File: config.mk
export PLATFORM = sky130hd
export DESIGN_NAME = fir_inverse_3tap
export DESIGN_NICKNAME = d
export VERILOG_FILES = /design/src/rtl/fir_inverse_3tap.sv
export SDC_FILE = /design/constraint.sdc
export NUM_CORES = 1
export LEC_CHECK = 0
export BUFFER_PORTS_ARGS = -buffer_cell sky130_fd_sc_hd__buf_2
export CORE_MARGIN = 2
export CORE_UTILIZATION = 58
export CTS_BUF_LIST = sky130_fd_sc_hd__clkbuf_2
export CTS_CLUSTER_DIAMETER = 40
export DETAILED_ROUTE_END_ITERATION = 6
export GPL_ROUTABILITY_DRIVEN = 1
export PLACE_DENSITY = 0.79
export SYNTH_ARGS = -nofsm -noshare
export SYNTH_HDL_FRONTEND = slang
export SYNTH_SLANG_ARGS = --single-unit
File: constraint.sdc
create_clock -name clk -period 4.35 [get_ports clk]
set_input_delay 0.2175 -clock clk [delete_from_list [all_inputs] [get_ports clk]]
set_output_delay 0.2175 -clock clk [all_outputs]
set_load 0.01 [all_outputs]
File: src/rtl/fir_inverse_3tap.sv
// Inverse of the 3-tap FIR y = x + C1*x[n-1] + C2*x[n-2]. Rebuilds the narrow
// samples from the wide FIR stream, saturating and flagging overflow.
module fir_inverse_3tap #(
  parameter int IN_W   = 20,
  parameter int OUT_W  = 8,
  parameter int COEF_W = 8,
  parameter int C1     = 2,
  parameter int C2     = 1
) (
  input  logic                    clk,
  input  logic                    rst,
  input  logic signed [IN_W-1:0]  data_in,
  input  logic                    valid_in,
  input  logic                    flush,
  output logic signed [OUT_W-1:0] data_out,
  output logic                    valid_out,
  output logic                    ovf_pulse,
  output logic                    ovf_sticky
);

  localparam int A = ((IN_W > COEF_W + OUT_W) ? IN_W : COEF_W + OUT_W) + 2;

  localparam logic signed [COEF_W-1:0] C1_K = COEF_W'(C1);
  localparam logic signed [COEF_W-1:0] C2_K = COEF_W'(C2);
  localparam logic signed [A-1:0]      C1_A = A'(C1_K);
  localparam logic signed [A-1:0]      C2_A = A'(C2_K);

  localparam logic signed [A-1:0] X_MAX = A'((64'sd1 <<< (OUT_W - 1)) - 64'sd1);
  localparam logic signed [A-1:0] X_MIN = -X_MAX - A'(1);

  localparam logic [0:0] ST_PRIME = 1'b0;
  localparam logic [0:0] ST_RUN   = 1'b1;

  logic [0:0]              state_q, state_d;
  logic signed [OUT_W-1:0] h1_q, h1_d, h2_q, h2_d;
  logic signed [OUT_W-1:0] dout_q, dout_d;
  logic                    vout_q, vout_d;
  logic                    pulse_q, pulse_d;
  logic                    sticky_q, sticky_d;

  logic signed [OUT_W-1:0] h1_use, h2_use;
  logic signed [A-1:0]     y_x, p1, p2, acc;
  logic signed [OUT_W-1:0] x_sat;
  logic                    sat;

  // History is forced to zero while priming or flushing; in PRIME it is
  // already zero, so the gate only makes the stream-start contract explicit.
  always_comb begin
    h1_use = h1_q;
    h2_use = h2_q;
    if (flush || state_q == ST_PRIME) begin
      h1_use = '0;
      h2_use = '0;
    end
  end

  // Full-precision products; A bits hold every product and the difference.
  always_comb begin
    y_x = A'(data_in);
    p1  = C1_A * A'(h1_use);
    p2  = C2_A * A'(h2_use);
    acc = y_x - p1 - p2;
  end

  always_comb begin
    x_sat = acc[OUT_W-1:0];
    sat   = 1'b0;
    if (acc > X_MAX) begin
      x_sat = X_MAX[OUT_W-1:0];
      sat   = 1'b1;
    end else if (acc < X_MIN) begin
      x_sat = X_MIN[OUT_W-1:0];
      sat   = 1'b1;
    end
  end

  always_comb begin
    state_d  = state_q;
    h1_d     = h1_q;
    h2_d     = h2_q;
    dout_d   = dout_q;
    sticky_d = sticky_q;
    vout_d   = valid_in;
    pulse_d  = valid_in & sat;
    if (valid_in) begin
      // Saturated value goes into history so the recursion stays bounded.
      dout_d   = x_sat;
      sticky_d = sticky_q | sat;
      h2_d     = h1_use;
      h1_d     = x_sat;
      state_d  = ST_RUN;
    end else if (flush) begin
      h1_d    = '0;
      h2_d    = '0;
      state_d = ST_PRIME;
    end
  end

  always_ff @(posedge clk) begin
    if (rst) begin
      state_q  <= ST_PRIME;
      h1_q     <= '0;
      h2_q     <= '0;
      dout_q   <= '0;
      vout_q   <= 1'b0;
      pulse_q  <= 1'b0;
      sticky_q <= 1'b0;
    end else begin
      state_q  <= state_d;
      h1_q     <= h1_d;
      h2_q     <= h2_d;
      dout_q   <= dout_d;
      vout_q   <= vout_d;
      pulse_q  <= pulse_d;
      sticky_q <= sticky_d;
    end
  end

  assign data_out   = dout_q;
  assign valid_out  = vout_q;
  assign ovf_pulse  = pulse_q;
  assign ovf_sticky = sticky_q;

endmodule

Word-level counts from Yosys, hierarchy flattened --
Cells that the tools add are included. Widths: inputs -> output; s select.
Storage, ports and cells: bits in registers 28, bits in latches 0, bits in writable memories 0, ROM bits 0, input bits 24, output and inout port bits 11, logic and storage cells 27, memories kept 0
Cells by class: add/sub/neg operators 2, multipliers 0, divide/modulo/power cells 0, order comparisons 2, eq/ne operators 0, shift-type cells 0, muxes and demuxes 11, bitwise logic cells 3, reductions and logical operators 2
Operator list (number):
- $mux 8 | 7
- $gt 22x8->1 const B | 1
- $lt 22x8->1 const B | 1
- $sub 21x8->22 | 1
- $sub 20x9->21 | 1
- $mux 1 | 4
- $reduce_bool 2->1 | 1
- $and 1x1->1 | 1
- $logic_or 1x1->1 | 1
- $not 1->1 | 1
- $or 1x1->1 | 1

Depth between registers and ports, before layout --
Gate-level depths: netlist of run 1.
depth after elaboration 9, gate-level depth with buffers 16, mapped depth without buffers 15

Worst setup path before layout of run 1 --
OpenSTA, ideal clock, no wires.
kind register to register, start register state_q, end register h1_q[2], library setup time 0.134 ns, arrival 3.706 ns, data required time 4.216 ns, slack 0.510 ns, stages on the path, launching flop included 17, path buffers 3, clock period less this slack 3.840 ns, path through dfxtp_1 > nand2b_1 > clkbuf_1 > nor2_1 > ha_1 > or3_1 > ha_1 > buf_2 > and2_1 > a311o_1 > a221oi_2 > o211ai_1 > a221oi_1 > nand4_1 > o21ai_2 > buf_6 > o211ai_1
On the way: longest elaborated chain between the ends 9, elaborated cells between the ends (all ways) 11, classes of those cells add/sub (2); order compare (2); mux (5); bitwise (1); reduce/logical (1)
RTL lines:
- start, declared | RTL line 34 | logic [0:0] state_q, state_d;
- start signal, assigned | RTL line 109 | state_q <= state_d;
- $not 1->1 * | RTL line 51 | if (flush || state_q == ST_PRIME) begin
- $logic_or 1x1->1 * | RTL line 51
- $mux 8 | RTL line 51
- $sub 20x9->21 | RTL line 62 | acc = y_x - p1 - p2;
- $sub 21x8->22 * | RTL line 62
- $lt 22x8->1 | RTL line 71 | end else if (acc < X_MIN) begin
- $mux 8 | RTL line 71
- $mux 8 * | RTL line 68 | if (acc > X_MAX) begin
- $mux 8 * | RTL line 85 | if (valid_in) begin
- end signal, assigned | RTL line 102 | h1_q <= '0;
- end signal, assigned | RTL line 110 | h1_q <= h1_d;
- end, declared | RTL line 35 | logic signed [OUT_W-1:0] h1_q, h1_d, h2_q, h2_d;
Mark *: on every way between the ends. The rest lies on a longest branch, timed or not. A chain may end at the register's enable or synchronous reset.

Worst setup path in the final report of run 1 --
start register state_q, end register h1_q[6]
Same word-level chain as after synthesis.

==> results of run 1 <==
## logic make-up (layout without fill, tap and decap cells)
family	Yosys count	after routing
compound gates	105	105
fa+ha+maj	43	43
mux	2	2
buf+inv	47	82
flops	28	28
xor+xnor	19	19
simple gates	130	130
## cell usage in the layout, fill, tap and decap left out, types with 3 or more instances in the layout
master,instances
a21o_1,5
fa_1,6
a22oi_1,3
a211oi_1,5
ha_1,37
xnor2_1,14
a31oi_1,5
and2_1,17
inv_1,30
o21ai_0,11
buf_2,34
a21oi_1,21
clkbuf_2,3
a22o_1,10
o211ai_1,16
nand3_1,10
nor3_1,8
nor2_1,14
a221oi_1,4
buf_4,13
o21bai_1,5
nand4_1,13
dfxtp_1,28
xor2_1,3
and3_1,3
or3_1,15
nand2_1,32
## through the flow
step	util (%)	worst slack, ns	hold slack [ns]
3_5_place_dp	64.7	-0.179	0.450
2_1_floorplan	-	0.510	0.290
6_report	67.3	0.246	0.0481
4_1_cts	65.8	0.0516	0.0362
5_1_grt	67.3	0.00266	0.0160
3_3_place_gp	64.7	-0.168	0.450
## critical path, stage by stage, from the launching register on
cell	delay [ns]
dfxtp_1	0.37
nor2b_2	0.16
and2_1	0.18
ha_1	0.30
ha_1	0.21
or2_2	0.31
fa_1	0.40
a21o_1	0.21
a221o_1	0.39
buf_4	0.19
a41o_1	0.26
xor2_2	0.17
nor4_2	0.23
nand4_1	0.19
o21ai_2	0.19
buf_6	0.17
o211ai_1	0.09
## worst paths after layout
check                                  to  slack, ns  cells after the start                    start
setup reg to reg     h1_q[6]$_SDFFE_PP0P_       0.25                     16     state_q$_SDFFE_PP0P_
setup / recovery     h1_q[6]$_SDFFE_PP0P_       0.25                     16     state_q$_SDFFE_PP0P_
hold / removal       state_q$_SDFFE_PP0P_       0.05                      2                      rst
hold reg to reg   ovf_sticky$_SDFFE_PP0P_       0.48                      2  ovf_sticky$_SDFFE_PP0P_
## timing repair
action | in CTS | in global routing
gates resized for setup | 2 | 14
pin swaps | 0 | 3
endpoints found under the setup margin | 15 | 16
## layer usage
metal  vias up  part of all wire (%)  global-route usage (%)
met5         -                     0                       0
met4         0                  0.70                    5.07
met3         8                   4.2                    2.65
met2        70                    44                    43.6
met1      1357                    51                    40.0
li1       1449                     -                       -
## state kept, by name (all words and copies together) (netlist names)
signal      flops
ovf_sticky      1
data_out        8
h1_q            8
h2_q            8
state_q         1
valid_out       1
ovf_pulse       1
## power by group
part / internal [W] / switching (W)
Clock: 0.0000791 / 0.0000765
Sequential: 0.000280 / 0.0000140
Combinational: 0.000144 / 0.000209
Total: 0.000503 / 0.000300
## final cells by class
cell class                      instances  area [um^2]
Fill cell                             462         1640
Timing Repair Buffer                   48          279
Inverter                               30          113
Clock buffer                            3         15.0
Multi-Input combinational cell        299         2290
Sequential cell                        28          561
Clock inverter                          1         30.0
Tap cell                               70         87.6
==> results.txt, run 1 <==
----------------------------------------------------
[Floorplanning]
  Initial Utilization ... 59.2%
  Total core area ... 5010 um^2
  Count of pins on the block boundary ... 35
  Height of the die ... 75.5 um
  Row Count ... 26
  X dimension of the die ... 75.5 um
  Area enclosed by the die boundary ... 5700 um^2

[Timing]
  Maximum clock rate ... roughly 240 MHz
  Worst clock skew ... around 0.018 ns
  Final hold violation count ... 0
  Period utilisation layout ... 94.4%
  Count of endpoints failing setup in the final report ... 0
  Shortest period the worst path allows ... 4.10 ns
  Slew @ Worst Pin ... between 0.6 and 0.7 ns
  Max-slew headroom at the worst pin ... 55.8%
  Final Slew Violations ... 0
  RSZ-0062 raised after global routing ... false
  Setup Total Neg Slack ... 0 ns

[Logic synthesis]
  Compound-Gate Fraction of Synth Area ... about a quarter
  Number of enable-type register cells in the synthesized netlist ... 0
  Ranking of synthesized cells by instance count ... 37 x ha_1, 32 x nand2_1, 30 x inv_1
  Unique masters post-synth ... 53
  Portion of netlist area occupied by mux cells ... 0.717%
  Area share of fa/ha/maj cells after synthesis ... roughly a fifth
  Post-synthesis simple-gate area fraction ... between 20% and 30%
  Cell accounting for the most synthesized area ... dfxtp_1
  Dominant register cell in the synthesized netlist ... dfxtp_1
  Post-synthesis xor/xnor area fraction ... about 5.6%
  Combinational family with the most area after synthesis ... compound AO/OA/AOI/OAI gates
  Most common cell in the synthesized netlist ... ha_1
  FF+latch count, synth ... 28
  Async set-reset flop share out of synthesis ... 0%
  Average cell area after synthesis ... ~8 um^2
  Fraction of synthesized cell area taken by the top area cell type ... 18.9%
  Synthesized net count ... 441
  Area contributors post-synth ... dfxtp_1 19%, ha_1 16%, xnor2_1 4.4%, fa_1 4.0%, nand2_1 4.0%
  Instance count of the mapped netlist ... 374
  Sequential fraction of the synthesis area ... 18.9%
  Synthesized area ... approximately 3000 um^2
  Total of warnings raised by yosys ... 0

[Power and ir drop]
  Leakage Power ... between 1 and 1.5 nW
  Power per standard cell area ... about 240 nW/um^2
  Worst-case vdd ir drop ... 0.0991 mV
  Power, Total ... 0.000803 W

[Finish]
  Final cell count without fillers ... roughly 480
  Antenna Cells ... 0
  Share of final-layout standard cells stronger than drive strength 1 ... 18.1%
  Post-route cell area ... 3370 um^2
  Post-layout net count ... 477
  Area Overhead vs Synth ... 13.7%

[Place]
  Placed cells ... 475
  Placed instance area ... 3240 um^2
  Routability congestion estimate from global placement ... 0.967
  PortBufs ... 34
  Post-DP HPWL ... 6250 um

[Drt]
  Routed WL per cell ... 15.8 um
  Final wirelength ... 7550 um
  # DRC ... 0
  Initial detailed-routing violation count ... 177
  Number of vias per cell ... 6.02
  Count of vias placed by the detailed router ... ~2.9k
  Number of nets still failing antenna checks after routing ... 0
  Number of search-and-repair iterations in the first detailed-routing pass ... 4

[CTS]
  Cts bufs inserted ... 3
  Number of clock sinks seen by CTS ... 28
  CTS tree ... done
  CTS hold repair buffers ... 0
  Post CTS Setup Buffer Count ... 0
  Clock root buffer ... clkbuf_2
  Later-pin clock latency in the skew report ... 0.37 ns
  H-tree levels ... 1
  Largest buffer count on any clock path ... 2
  CTS clk-pin slew, worst paths ... 0.24 ns

[Global routing]
  Largest net degree at the start of global routing ... 17
  Number of antenna violations at the first check in global routing ... 0
  First-pass GRT wire length ... approximately 12000 um
  Total overflow reported by the global router ... 0
  Vias in the first global route ... 2590
  Overall routing resource usage ... 27.2%

[Run]
  Max-cap check violation count ... 0

[Outcome]
  Result of the run ... completed

[Setup path]
  Maximum fanout encountered on the critical timing path ... 14
  CP required ... 4.62 ns
  Kind of capture point of the worst setup path ... flip-flop
  Kind of start point of the critical path ... flip-flop
  Data arrival time of the worst path ... 4.37 ns
  Worst setup path category ... reg2reg

[Hold path]
  Tightest Hold Check Type ... in2reg

----------------------------------------------------
No activity file was read; power rests on OpenSTA's default activity.
==> inputs of run 2 (changes only) <==
CELL_PAD_IN_SITES_DETAIL_PLACEMENT = 1   (was unset)
CELL_PAD_IN_SITES_GLOBAL_PLACEMENT = 1   (was unset)
CORE_UTILIZATION = 45   (was 58)
PLACE_DENSITY = unset   (was 0.79)
PLACE_DENSITY_LB_ADDON = 0.1   (was unset)
==> run 2 against run 1 <==
  * Sequential power about the same
  * Core utilization down 16 points
  * Critical path depth unchanged
  * Routed wire length up 17%
  * Critical path type unchanged
==> results.txt, run 2 (synthesis results as in run 1) <==
----------------------------------------------------
[Outcome]
  Result of the run ... completed

[Timing]
  Period utilisation layout ... 95.0%
  Worst clock skew ... around 0.018 ns
  Final hold violation count ... 0
  WHS ... about 0.07 ns
  Slew @ Worst Pin ... between 0.6 and 0.7 ns
  Maximum clock rate ... between 200 and 250 MHz
  Count of endpoints failing setup in the final report ... 0
  Final Slew Violations ... 0
  Max-slew headroom at the worst pin ... 53.2%
  RSZ-0062 raised after global routing ... false
  Shortest period the worst path allows ... 4.13 ns

[Finish]
  Share of final-layout standard cells stronger than drive strength 1 ... 16.3%
  Commonest non-fill, non-tap cells in the layout ... 37 x ha_1, 34 x buf_2, 32 x nand2_1
  Post-layout net count ... 473
  Area Overhead vs Synth ... 10.8%
  Antenna Cells ... 0
  Leading cell type in the layout, fill and taps excluded ... ha_1
  Post-route cell area ... between 3000 and 4000 um^2
  Final cell count without fillers ... 481

[Global routing]
  Overall routing resource usage ... 24.7%
  Largest net degree at the start of global routing ... 17
  Total overflow reported by the global router ... 0
  First-pass GRT wire length ... 14400 um
  Vias in the first global route ... roughly 2.9k
  Number of antenna violations at the first check in global routing ... 0

[Floorplanning]
  X dimension of the die ... 85.2 um
  Area enclosed by the die boundary ... 7260 um^2
  Row Count ... 29
  Total core area ... around 6300 um^2
  Height of the die ... roughly 85 um
  Initial Utilization ... 46.7%
  Count of pins on the block boundary ... 35

[Power and ir drop]
  Switching portion of total power ... 40.9%
  Net switching power ... 0.000302 W
  Proportion of power drawn by the clock network ... about 13%
  Logic pwr share ... 47.1%
  Power per standard cell area ... 225 nW/um^2
  Worst-case vdd ir drop ... 0.129 mV
  Register share of total power ... approximately 40%
  Internal cell power ... 0.000436 W
  Leakage Power ... 1.40 nW

[Run]
  Max-cap check violation count ... 0

[CTS]
  Number of clock sinks seen by CTS ... 28
  Later-pin clock latency in the skew report ... about 0.37 ns
  CTS clk-pin slew, worst paths ... 0.24 ns
  Largest buffer count on any clock path ... 2
  CTS hold repair buffers ... 0
  H-tree levels ... 1
  Cts bufs inserted ... 3
  CTS tree ... done
  Clock root buffer ... clkbuf_2

[Drt]
  Final wirelength ... approximately 9000 um
  Initial detailed-routing violation count ... 137
  Routed WL per cell ... 18.3 um
  Number of nets still failing antenna checks after routing ... 0
  Number of vias per cell ... 6.01
  # DRC ... 0
  Number of search-and-repair iterations in the first detailed-routing pass ... 4
  Count of vias placed by the detailed router ... 2889

[Place]
  Post-DP HPWL ... between 7000 and 8000 um
  Placed cells ... about 480
  Routability congestion estimate from global placement ... 0.897
  Placed instance area ... 3210 um^2
  PortBufs ... 34

[Setup path]
  Worst setup path category ... reg2reg
  Kind of capture point of the worst setup path ... flip-flop
  Data arrival time of the worst path ... ~4.4 ns
  Maximum fanout encountered on the critical timing path ... 14
  CP required ... 4.62 ns
  Kind of start point of the critical path ... flip-flop

[Hold path]
  Tightest Hold Check Type ... in2reg

----------------------------------------------------
[run 2: final cells by class]
cell class | count | area, um^2
inverter | 30 | 113
multi-input combinational | 299 | 2250
fill | 803 | 3060
tap | 77 | 96.3
sequential | 28 | 561
clock buffer | 3 | 15.0
timing repair buffer | 44 | 249
[run 2: what timing repair did]
action                     CTS  global route
pin swaps                    0             2
setup endpoints to repair   16            16
gates cloned                 0             0
resized for setup            2             9
setup buffers                0             1
[run 2: worst paths after layout]
kind | cells after the start | slack, ns | start | endpoint
max | 16 | 0.22 | state_q$_SDFFE_PP0P_ | h1_q[1]$_SDFFE_PP0P_
min | 2 | 0.07 | rst | state_q$_SDFFE_PP0P_
max reg2reg | 16 | 0.22 | state_q$_SDFFE_PP0P_ | h1_q[1]$_SDFFE_PP0P_
min reg2reg | 2 | 0.48 | ovf_sticky$_SDFFE_PP0P_ | ovf_sticky$_SDFFE_PP0P_
[run 2: worst max-delay path: stages (launching register included)]
cell	delay (ns)
dfxtp_1	0.37
nor2b_2	0.16
and2_4	0.16
ha_1	0.28
inv_1	0.04
ha_1	0.19
or2_2	0.30
fa_1	0.41
a21o_1	0.21
a221o_2	0.41
a22o_1	0.27
or3_4	0.41
a22oi_2	0.21
nand4_1	0.16
o21ai_2	0.16
buf_6	0.18
o211ai_1	0.11
[run 2: power groups by stage]
stage | combinational (W) | clock, W | sequential [W]
after floorplan | 0.000232 | 0 | 0.000302
after global placement | 0.000329 | 0 | 0.000299
after detailed placement | 0.000335 | 0 | 0.000301
after CTS | 0.000340 | 0.0000985 | 0.000296
after global routing | 0.000384 | 0.000105 | 0.000299
final | 0.000348 | 0.0000953 | 0.000296
[run 2: routing by layer]
metal	up-vias	GRT usage, %	part of all wire [%]
met5	-	0	0
met4	0	1.73	0.42
met3	4	1.75	4.5
met1	1401	38.3	51
met2	50	38.9	44
li1	1434	-	-
[run 2: per-stage QoR]
step | setup slack (ns) | utilization [%] | setup TNS, ns | power, W
after floorplan | 0.510 | - | 0 | 0.000534
final | 0.216 | 51.8 | 0 | 0.000738
after detailed placement | -0.0943 | 50.6 | -1.08 | 0.000636
after global routing | 0.0318 | 51.8 | 0 | 0.000789
after CTS | 0.00623 | 51.1 | 0 | 0.000734
after global placement | -0.0508 | 50.6 | -0.627 | 0.000628
==> inputs of run 3 (changes only) <==
CORE_UTILIZATION = 49   (was 45)
SETUP_SLACK_MARGIN = 0.3   (was unset)
clock period = 5.1 ns   (was 4.35 ns; I/O delays follow)
==> run 3 against run 2 <==
  * Clock power is 19% lower
  * Critical path depth stayed put
  * Final area is 2.3% lower
  * Largest cell class unchanged
  * Combinational power is 17% lower
  * Core utilization is 2.8 points higher
  * Die area is 7.8% lower
  * Sequential power is 15% lower
  * Non-clock buffer count is 4 lower
  * Routed wire length is 2.0% lower
  * Critical endpoint is now data_out[4]$_SDFFE_PP0P_
  * Highest routed layer unchanged
  * Final cell count is 1.2% lower
==> results.txt, run 3 (synthesis results as in run 1) <==
----------------------------------------------------
[Outcome]
  Result of the run ... completed

[Setup path]
  Worst setup path category ... reg2reg
  CP required ... about 5.3 ns
  Minimum setup slack among reg-to-reg paths ... about 0.62 ns
  Cell seen most often among critical-path stages ... ha_1
  Maximum fanout encountered on the critical timing path ... 14
  Number of buffers and inverters on the critical path ... 2
  Origin of the critical flop-to-flop path ... state_q$_SDFFE_PP0P_
  Kind of capture point of the worst setup path ... flip-flop
  Critical-path cell list ... nor2b_1 -> buf_4 -> and2_1 -> ha_1 -> inv_1 -> ha_1 -> or2_2 -> fa_1 -> a21o_1 -> a221o_1 -> a22o_1 -> or3_4 -> a22oi_1 -> nand4_1 -> o21ai_4 -> o211ai_1
  Kind of start point of the critical path ... flip-flop
  Max incr delay on CP ... 0.42 ns
  Cell with the largest stage delay on the worst path ... a221o_1
  Capture instance of the worst register-to-register path ... data_out[4]$_SDFFE_PP0P_
  Top delay family on crit path ... compound AO/OA/AOI/OAI gates
  Data arrival time of the worst path ... 4.72 ns
  Number of cell instances on the worst register-to-register path ... 16

[Timing]
  Worst clock skew ... 0.00551 ns
  WHS ... 0.110 ns
  Shortest period the worst path allows ... 4.48 ns
  Count of endpoints failing setup in the final report ... 0
  PnR worst setup slack ... 0.622 ns
  RSZ-0062 raised after global routing ... false
  Maximum clock rate ... 223 MHz
  Slew @ Worst Pin ... between 0.6 and 0.7 ns
  Final hold violation count ... 0
  Setup Total Neg Slack ... 0 ns
  Final Slew Violations ... 0
  Period utilisation layout ... between 80% and 90%
  Max-slew headroom at the worst pin ... a little over half

[Finish]
  Post-layout net count ... 469
  Leading cell type in the layout, fill and taps excluded ... ha_1
  Commonest non-fill, non-tap cells in the layout ... 37 x ha_1, 34 x buf_2, 32 x nand2_1
  Sequential cell area ... around 560 um^2
  Combined area of the multi-input logic cells ... 2210 um^2
  Share of final-layout standard cells stronger than drive strength 1 ... a little over an eighth
  Final cell count without fillers ... 475
  Area Overhead vs Synth ... 8.27%
  Antenna Cells ... 0
  Number of filler instances in the final layout ... 749

[Drt]
  Final wirelength ... 8640 um
  Initial detailed-routing violation count ... 113
  Length of routed wiring on met1 ... 4500 um
  # DRC ... 0
  Met3 WL ... between 200 and 300 um
  Number of vias per cell ... 6.10
  Number of nets still failing antenna checks after routing ... 0
  Routed WL per cell ... around 18 um
  Top routing layer in use ... met4
  Met2 WL post-DR ... around 3800 um
  Count of vias placed by the detailed router ... 2899
  Number of search-and-repair iterations in the first detailed-routing pass ... 4

[Global routing]
  Overall routing resource usage ... between 20% and 30%
  First-pass GRT wire length ... around 14000 um
  Largest net degree at the start of global routing ... 17
  Vias in the first global route ... 2760
  Number of antenna violations at the first check in global routing ... 0
  Total overflow reported by the global router ... 0

[Floorplanning]
  Area enclosed by the die boundary ... around 6700 um^2
  Total core area ... 5890 um^2
  Row Count ... 28
  Count of pins on the block boundary ... 35
  X dimension of the die ... 81.8 um
  Height of the die ... 81.8 um
  Initial Utilization ... between 50% and 60%

[Place]
  Post-DP HPWL ... 7240 um
  Placed cells ... between 400 and 500
  Routability congestion estimate from global placement ... ~0.94
  PortBufs ... 34
  Worst Setup Slack post-DPL ... 0.501 ns

[Hold path]
  Hold Startpoint ... rst
  Hold Path Depth ... 2
  Tightest Hold Check Type ... in2reg
  Hold worst-path end ... state_q$_SDFFE_PP0P_

[Run]
  Max-cap check violation count ... 0

[Power and ir drop]
  Power per standard cell area ... 192 nW/um^2
  Worst-case vdd ir drop ... about 0.11 mV
  Leakage Power ... 1.37 nW
  Power, Total ... 0.000618 W

[CTS]
  Number of clock sinks seen by CTS ... 28
  CTS tree ... done
  Later-pin clock latency in the skew report ... 0.35 ns
  Clock root buffer ... clkbuf_2
  CTS clk-pin slew, worst paths ... 0.24 ns
  Largest buffer count on any clock path ... 2
  Post CTS Setup Buffer Count ... 0
  CTS hold repair buffers ... 0
  H-tree levels ... 1
  Cts bufs inserted ... 3

----------------------------------------------------
-- run 3: cell types whose count changed in the layout (fill, tap and decap cells not counted), sizes merged --
cell,delta
buf,-4
-- run 3: layout make-up --
class                           count  area share, %
Clock buffer                        3          0.467
Inverter                           30           3.51
Tap cell                           75           2.92
Timing Repair Buffer               40           6.70
Multi-Input combinational cell    299           69.0
Sequential cell                    28           17.5
-- run 3: power breakdown --
| part | internal (W) | switching, W | leakage (nW) | total [W] |
|---|---|---|---|---|
| combinational | 0.000112 | 0.000178 | 1.13 | 0.000289 |
| clock | 0.0000160 | 0.0000614 | 0.0125 | 0.0000773 |
| sequential | 0.000239 | 0.0000123 | 0.231 | 0.000251 |
-- run 3: stage by stage --
step	util (%)	cell area (um^2)
after floorplan	-	2970
after global placement	54.2	3190
after detailed placement	54.2	3190
after CTS	54.4	3200
after global routing	54.6	3210
final	54.6	3210
-- run 3: worst register-to-register path, cell delays in order (launching register included) --
cell	delay (ns)
dfxtp_1	0.36
nor2b_1	0.13
buf_4	0.17
and2_1	0.19
ha_1	0.31
inv_1	0.06
ha_1	0.19
or2_2	0.29
fa_1	0.40
a21o_1	0.21
a221o_1	0.42
a22o_1	0.25
or3_4	0.38
a22oi_1	0.21
nand4_1	0.20
o21ai_4	0.40
o211ai_1	0.17
-- run 3: timing repair --
| action | CTS | global route |
|---|---|---|
| endpoints found under the hold margin | 0 | 0 |
| endpoints found under the setup margin | 0 | 14 |
| gates resized for setup | 0 | 1 |
-- run 3: per-layer routing --
layer / GRT usage [%] / vias up
met1: 42.4 / 1406
met5: 0 / -
met3: 2.31 / 4
li1: - / 1437
met2: 41.6 / 52
met4: 2.17 / 0
-- run 3: worst max path at each step --
stage / from / to / slack [ns] / cells past startpoint
after floorplan: flush / h1_q[2]$_SDFFE_PP0P_ / 1.23 / 15
after global placement: flush / h1_q[1]$_SDFFE_PP0P_ / 0.69 / 16
after detailed placement: flush / data_out[4]$_SDFFE_PP0P_ / 0.50 / 16
after CTS: state_q$_SDFFE_PP0P_ / data_out[4]$_SDFFE_PP0P_ / 0.51 / 15
after global routing: state_q$_SDFFE_PP0P_ / data_out[4]$_SDFFE_PP0P_ / 0.37 / 15
final: state_q$_SDFFE_PP0P_ / data_out[4]$_SDFFE_PP0P_ / 0.62 / 16
